### src/rtl/pc_unit_if.sv
// Fetch-side bundle of the program-counter stage: redirect/call/return requests
// in, current fetch PC and return-address-stack status out.
interface pc_unit_if #(
    parameter int WIDTH = 32
);
    logic             stall;
    logic             trap;
    logic             redirect_valid;
    logic [WIDTH-1:0] redirect_pc;
    logic             call_valid;
    logic [WIDTH-1:0] call_target;
    logic             ret_valid;
    logic [WIDTH-1:0] pc;
    logic             pc_valid;
    logic             ras_empty;
    logic             ras_full;
    logic             ras_underflow;

    modport master (
        output stall, trap, redirect_valid, redirect_pc, call_valid, call_target, ret_valid,
        input  pc, pc_valid, ras_empty, ras_full, ras_underflow
    );

    modport slave (
        input  stall, trap, redirect_valid, redirect_pc, call_valid, call_target, ret_valid,
        output pc, pc_valid, ras_empty, ras_full, ras_underflow
    );
endinterface

### src/rtl/pc_unit.sv
// Program-counter stage with boot state, prioritised redirects and a circular
// return-address stack used to predict return targets.
module pc_unit #(
    parameter int                 WIDTH        = 32,
    parameter logic [WIDTH-1:0]   RESET_VECTOR = '0,
    parameter logic [WIDTH-1:0]   TRAP_VECTOR  = WIDTH'(32'h0000_0100),
    parameter int                 INC          = 4,
    parameter int                 RAS_DEPTH    = 4
) (
    input  logic       clk,
    input  logic       rst,
    pc_unit_if.slave   bus_io
);
    localparam int PTR_W = $clog2(RAS_DEPTH);
    localparam int CNT_W = PTR_W + 1;

    typedef enum logic {
        BOOT,
        RUN
    } state_t;

    state_t             state_q, state_d;
    logic [WIDTH-1:0]   pc_q, pc_d;
    logic               pc_valid_q, pc_valid_d;
    logic [PTR_W-1:0]   ptr_q, ptr_d;
    logic [CNT_W-1:0]   count_q, count_d;
    logic               underflow_q, underflow_d;
    logic               empty_q, full_q;
    logic               push_en;
    logic [WIDTH-1:0]   ras_q [RAS_DEPTH];
    logic [WIDTH-1:0]   pc_inc;
    logic [PTR_W-1:0]   top_idx;

    // The pointer names the next free slot, so the top of stack sits just below it.
    assign pc_inc  = pc_q + WIDTH'(INC);
    assign top_idx = ptr_q - PTR_W'(1);

    always_comb begin
        state_d     = state_q;
        pc_d        = pc_q;
        pc_valid_d  = pc_valid_q;
        ptr_d       = ptr_q;
        count_d     = count_q;
        underflow_d = underflow_q;
        push_en     = 1'b0;

        if (state_q == BOOT) begin
            state_d    = RUN;
            pc_valid_d = 1'b1;
            pc_d       = RESET_VECTOR;
        end else if (bus_io.trap) begin
            pc_d = TRAP_VECTOR;
        end else if (bus_io.redirect_valid) begin
            pc_d = bus_io.redirect_pc;
        end else if (bus_io.stall) begin
            pc_d = pc_q;
        end else if (bus_io.ret_valid) begin
            if (count_q != '0) begin
                pc_d    = ras_q[top_idx];
                ptr_d   = top_idx;
                count_d = count_q - CNT_W'(1);
            end else begin
                pc_d        = pc_inc;
                underflow_d = 1'b1;
            end
        end else if (bus_io.call_valid) begin
            // A push into a full stack lands on the oldest slot, so the count saturates.
            pc_d    = bus_io.call_target;
            push_en = 1'b1;
            ptr_d   = ptr_q + PTR_W'(1);
            if (count_q != CNT_W'(RAS_DEPTH)) begin
                count_d = count_q + CNT_W'(1);
            end
        end else begin
            pc_d = pc_inc;
        end
    end

    always_ff @(posedge clk) begin
        if (!rst) begin
            state_q     <= BOOT;
            pc_q        <= RESET_VECTOR;
            pc_valid_q  <= 1'b0;
            ptr_q       <= '0;
            count_q     <= '0;
            underflow_q <= 1'b0;
            empty_q     <= 1'b1;
            full_q      <= 1'b0;
        end else begin
            state_q     <= state_d;
            pc_q        <= pc_d;
            pc_valid_q  <= pc_valid_d;
            ptr_q       <= ptr_d;
            count_q     <= count_d;
            underflow_q <= underflow_d;
            empty_q     <= (count_d == '0);
            full_q      <= (count_d == CNT_W'(RAS_DEPTH));
            if (push_en) begin
                ras_q[ptr_q] <= pc_inc;
            end
        end
    end

    assign bus_io.pc            = pc_q;
    assign bus_io.pc_valid      = pc_valid_q;
    assign bus_io.ras_empty     = empty_q;
    assign bus_io.ras_full      = full_q;
    assign bus_io.ras_underflow = underflow_q;
endmodule

### src/flat_wrapper.sv
// flat-port wrapper written by rule: the top's interface ports become plain ports
module pc_unit_flat 
#(
    parameter int                 WIDTH        = 32,
    parameter logic [WIDTH-1:0]   RESET_VECTOR = '0,
    parameter logic [WIDTH-1:0]   TRAP_VECTOR  = WIDTH'(32'h0000_0100),
    parameter int                 INC          = 4,
    parameter int                 RAS_DEPTH    = 4
)
  (clk, rst, bus_io_stall, bus_io_trap, bus_io_redirect_valid, bus_io_redirect_pc, bus_io_call_valid, bus_io_call_target, bus_io_ret_valid, bus_io_pc, bus_io_pc_valid, bus_io_ras_empty, bus_io_ras_full, bus_io_ras_underflow);
  pc_unit_if #(.WIDTH(WIDTH)) bus_io_i ();
  input  logic clk;
  input  logic rst;
  input wire logic [$bits(bus_io_i.stall)-1:0] bus_io_stall;
  input wire logic [$bits(bus_io_i.trap)-1:0] bus_io_trap;
  input wire logic [$bits(bus_io_i.redirect_valid)-1:0] bus_io_redirect_valid;
  input wire logic [$bits(bus_io_i.redirect_pc)-1:0] bus_io_redirect_pc;
  input wire logic [$bits(bus_io_i.call_valid)-1:0] bus_io_call_valid;
  input wire logic [$bits(bus_io_i.call_target)-1:0] bus_io_call_target;
  input wire logic [$bits(bus_io_i.ret_valid)-1:0] bus_io_ret_valid;
  output wire logic [$bits(bus_io_i.pc)-1:0] bus_io_pc;
  output wire logic [$bits(bus_io_i.pc_valid)-1:0] bus_io_pc_valid;
  output wire logic [$bits(bus_io_i.ras_empty)-1:0] bus_io_ras_empty;
  output wire logic [$bits(bus_io_i.ras_full)-1:0] bus_io_ras_full;
  output wire logic [$bits(bus_io_i.ras_underflow)-1:0] bus_io_ras_underflow;
  assign bus_io_i.stall = bus_io_stall;
  assign bus_io_i.trap = bus_io_trap;
  assign bus_io_i.redirect_valid = bus_io_redirect_valid;
  assign bus_io_i.redirect_pc = bus_io_redirect_pc;
  assign bus_io_i.call_valid = bus_io_call_valid;
  assign bus_io_i.call_target = bus_io_call_target;
  assign bus_io_i.ret_valid = bus_io_ret_valid;
  assign bus_io_pc = bus_io_i.pc;
  assign bus_io_pc_valid = bus_io_i.pc_valid;
  assign bus_io_ras_empty = bus_io_i.ras_empty;
  assign bus_io_ras_full = bus_io_i.ras_full;
  assign bus_io_ras_underflow = bus_io_i.ras_underflow;
  pc_unit #(.WIDTH(WIDTH), .RESET_VECTOR(RESET_VECTOR), .TRAP_VECTOR(TRAP_VECTOR), .INC(INC), .RAS_DEPTH(RAS_DEPTH)) u_core (.clk(clk), .rst(rst), .bus_io(bus_io_i));
endmodule
### config.mk
export PLATFORM = sky130hd
export DESIGN_NAME = pc_unit_flat
export DESIGN_NICKNAME = d
export VERILOG_FILES = /design/src/rtl/pc_unit_if.sv /design/src/rtl/pc_unit.sv /design/src/flat_wrapper.sv
export SDC_FILE = /design/constraint.sdc
export NUM_CORES = 1
export LEC_CHECK = 0
export CORE_MARGIN = 2
export CORE_UTILIZATION = 55
export CTS_CLUSTER_SIZE = 8
export DETAILED_ROUTE_END_ITERATION = 7
export HOLD_SLACK_MARGIN = 0.03
export PLACE_DENSITY = 0.89
export SYNTH_ARGS = -nofsm -noshare
export SYNTH_HDL_FRONTEND = slang
export SYNTH_SLANG_ARGS = --single-unit
### constraint.sdc
create_clock -name clk -period 4 [get_ports clk]
set_input_delay 0.6 -clock clk [delete_from_list [all_inputs] [get_ports clk]]
set_output_delay 0.6 -clock clk [all_outputs]
set_load 0.02 [all_outputs]
==> flow_metrics.py <==
metrics = {
    "worst_setup_path": {
        "required_ns": 4.31,
        "rrSetupSlack_ns": 1.11,
        "critPathMaxFanout": 17,
        "cp.arrival_ns": 3.21,
        "critPathTopFamily": "adder cells",
        "slowest_stage": "ha_1",
        "crit_chain": "inv_1 > ha_1 > buf_4 > mux4_2 > a221o_1 > a21oi_1 > o21ai_0",
        "cpPeakStageDelay_ns": 0.87,
        "regToRegStartpoint": "u_core.ptr_q[1]",
        "cp-end-kind": "register",
        "crit_buf_inv": 2,
        "reg2regPathDepth": 7,
        "start_kind": "register",
        "r2r-end": "u_core.bus_io.pc[5]",
        "critPathKind": "register to register",
    },
    "clocking": {
        "clk_pin_slew_ns": 0.06,
        "clock-sinks": 170,
        "htree_levels": 4,
        "cts_made_buffers": 17,
        "clk_latency_ns": 0.44,
        "ctsRootBufferMaster": "clkbuf_16",
        "cts_buffer_depth": 2,
        "cts_tree": "done",
        "hold_buffers": 0,
        "post_cts_resized": 0,
        "cts_setup_buffers": 0,
    },
    "power_and_ir_drop": {
        "ir_worst_vdd_uv": 295,
        "power.static_leakage_nw": 3.31,
        "p_per_area_nw_per_um2": 425,
    },
    "worst_hold_path": {
        "hold_end": "u_core.bus_io.pc_valid",
        "worstHoldPathCells": 2,
        "hp-class": "register to register",
        "worstHoldStart": "u_core.bus_io.pc_valid",
    },
    "placed_design": {
        "hpwl_um": 14800,
        "gp_congestion": 0.912,
        "post-place-ws_ns": 1.04,
        "port_buffers": 106,
    },
    "die": {
        "start_util_pct": 56.4,
        "coreArea_um2": 13900,
        "dieArea_um2": 15200,
        "die_width_um": 123,
        "die_y_um": 123,
        "rows": 43,
        "boundaryPins": 107,
    },
    "sta": {
        "tightest_slew_ns": 0.958,
        "setup-tns-final_ns": 0,
        "setup_slack_ns": 1.11,
        "fin_skew_ns": 0.00920,
        "slew_headroom_pct": 36.1,
        "setup_violations": 0,
        "slew_viol_final": 0,
        "max_freq_mhz": 346,
        "final-hold-violation-count": 0,
        "period_needed_ns": 2.89,
        "rsz0062_at_grt": "false",
        "fin_crit_sh_pct": 72.3,
    },
    "synth": {
        "netlist_area_um2": 7840,
        "ys_async_sr_fraction_pct": 0,
        "synth-seq-cells": 170,
        "synth_cell_types": 62,
        "ys.warnings.count": 0,
        "syn-instance-count": 596,
        "syn_nets": 675,
        "synth_flop_cell": "edfxtp_1",
        "yosysSeqAreaShare_pct": 59.8,
        "synth_commonest_cells": "128 x edfxtp_1, 42 x dfxtp_1, 41 x o21ai_0, 40 x a21oi_1, 33 x nor2_1",
        "synth-edff-count": 128,
        "yosysMostFrequentCell": "edfxtp_1",
        "syn_avg_cell_area_um2": 13.1,
        "netlist_top_cells_area": "edfxtp_1 49%, dfxtp_1 11%, mux4_2 9.2%, o21ai_0 2.6%, a21oi_1 2.6%",
        "yosys.area.top_type_share_pct": 49.1,
        "yosysTopAreaCell": "edfxtp_1",
    },
    "drt": {
        "vias": 6092,
        "wl_per_cell_um": 24.6,
        "routed_wl_um": 22000,
        "dr.pass1.iters": 5,
        "viasPerCell": 6.79,
        "final_antenna_net_count": 0,
        "drc_errors": 0,
        "drt_iter0_markers": 964,
    },
    "run": {
        "max_cap_viol_count": 0,
    },
    "status": {
        "outcome": "finished, final reports clean",
    },
    "layout": {
        "drive_above_1_share_pct": 14.4,
        "fin_util_pct": 70.2,
        "n_antenna_cell": 0,
        "area_growth_pct": 24.4,
        "fin_nets": 784,
    },
    "global_route": {
        "grt-ovfl-total": 0,
        "grt_pass1_wl_um": 33500,
        "track_usage_pct": 30.3,
        "grt_max_degree": 36,
        "grt_pass1_vias": 6114,
        "antenna_found_initial": 0,
    },
}
-- cell type report --
cell class              count  area [um^2]
inverters                  19         71.3
repair buffers            126         1240
well taps                 180          225
clock buffers              22          464
fillers                   879         4130
clock inverters             9          148
flip-flops and latches    170         4690
multi-input cells         371         2920
-- worst max-delay path by stage --
| stage | endpoint | from | cells after the start | slack [ns] |
|---|---|---|---|---|
| 2_1_floorplan | u_core.bus_io.pc[15] | u_core.ptr_q[0] | 11 | 0.72 |
| 3_3_place_gp | u_core.bus_io.pc[2] | bus_io_ret_valid | 6 | 1.11 |
| 3_5_place_dp | u_core.bus_io.pc[2] | bus_io_ret_valid | 6 | 1.04 |
| 4_1_cts | u_core.bus_io.pc[5] | u_core.ptr_q[1] | 7 | 1.10 |
| 5_1_grt | u_core.bus_io.pc[5] | u_core.ptr_q[1] | 7 | 0.99 |
| 6_report | u_core.bus_io.pc[5] | u_core.ptr_q[1] | 7 | 1.11 |
-- tightest hold or removal path, stage by stage, from the launching register on --
cell     delay (ns)
dfxtp_1        0.31
inv_1          0.05
a21oi_1        0.05
-- placed cells by master, fill, tap and decap left out, types with 8 or more instances in the layout --
| cell | n |
|---|---|
| clkbuf_16 | 17 |
| nand4_1 | 10 |
| nor3_1 | 11 |
| nor2_1 | 33 |
| buf_4 | 18 |
| nand3_1 | 10 |
| a221o_1 | 13 |
| ha_1 | 8 |
| mux4_2 | 32 |
| inv_1 | 18 |
| edfxtp_1 | 128 |
| a221oi_1 | 21 |
| clkdlybuf4s50_1 | 106 |
| nand2_1 | 31 |
| a21oi_1 | 40 |
| o21a_1 | 9 |
| xnor2_1 | 13 |
| o21ai_0 | 41 |
| dfxtp_1 | 41 |
-- cell families after synthesis --
| kind of cell | count (synthesis) | share of synthesized area, % |
|---|---|---|
| simple gates | 150 | 10.6 |
| fa+ha+maj | 8 | 1.28 |
| flops | 170 | 59.8 |
| xor+xnor | 21 | 2.44 |
| compound gates | 160 | 13.6 |
| buf+inv | 55 | 3.05 |
| mux | 32 | 9.20 |
-- where the power goes --
group          internal [W]  total (W)  switching (W)
clock network       0.00107    0.00172       0.000654
logic              0.000211   0.000480       0.000269
registers           0.00191    0.00194      0.0000327
-- registers in the layout, indices dropped and copies added, names as in the netlist, named ones only --
| register | flops |
|---|---|
| u_core.bus_io.ras_underflow | 1 |
| u_core.state_q | 1 |
| u_core.bus_io.pc_valid | 1 |
| u_core.count_q | 3 |
| u_core.bus_io.pc | 30 |
| u_core.bus_io.ras_full | 1 |
| u_core.ptr_q | 2 |
| u_core.ras_q | 128 |
| u_core.bus_io.ras_empty | 1 |
-- routing by layer --
metal  global-route usage (%)  wire length [um]  vias up
met3                     6.78              2450       64
li1                         -                 -     2559
met5                        0                 0        -
met4                     15.1               708        0
met1                     39.5              8030     3005
met2                     48.0             10900      464
-- per-stage QoR --
step	hold WS (ns)	cell area [um^2]	total power, W	cells
6_report	0.467	9750	0.00414	897
3_5_place_dp	0.455	9140	0.00244	866
2_1_floorplan	0.460	7840	0.00223	596
4_1_cts	0.467	9750	0.00413	897
5_1_grt	0.488	9750	0.00425	897
3_3_place_gp	0.437	9140	0.00242	866
(Power assumes the default switching activity.)
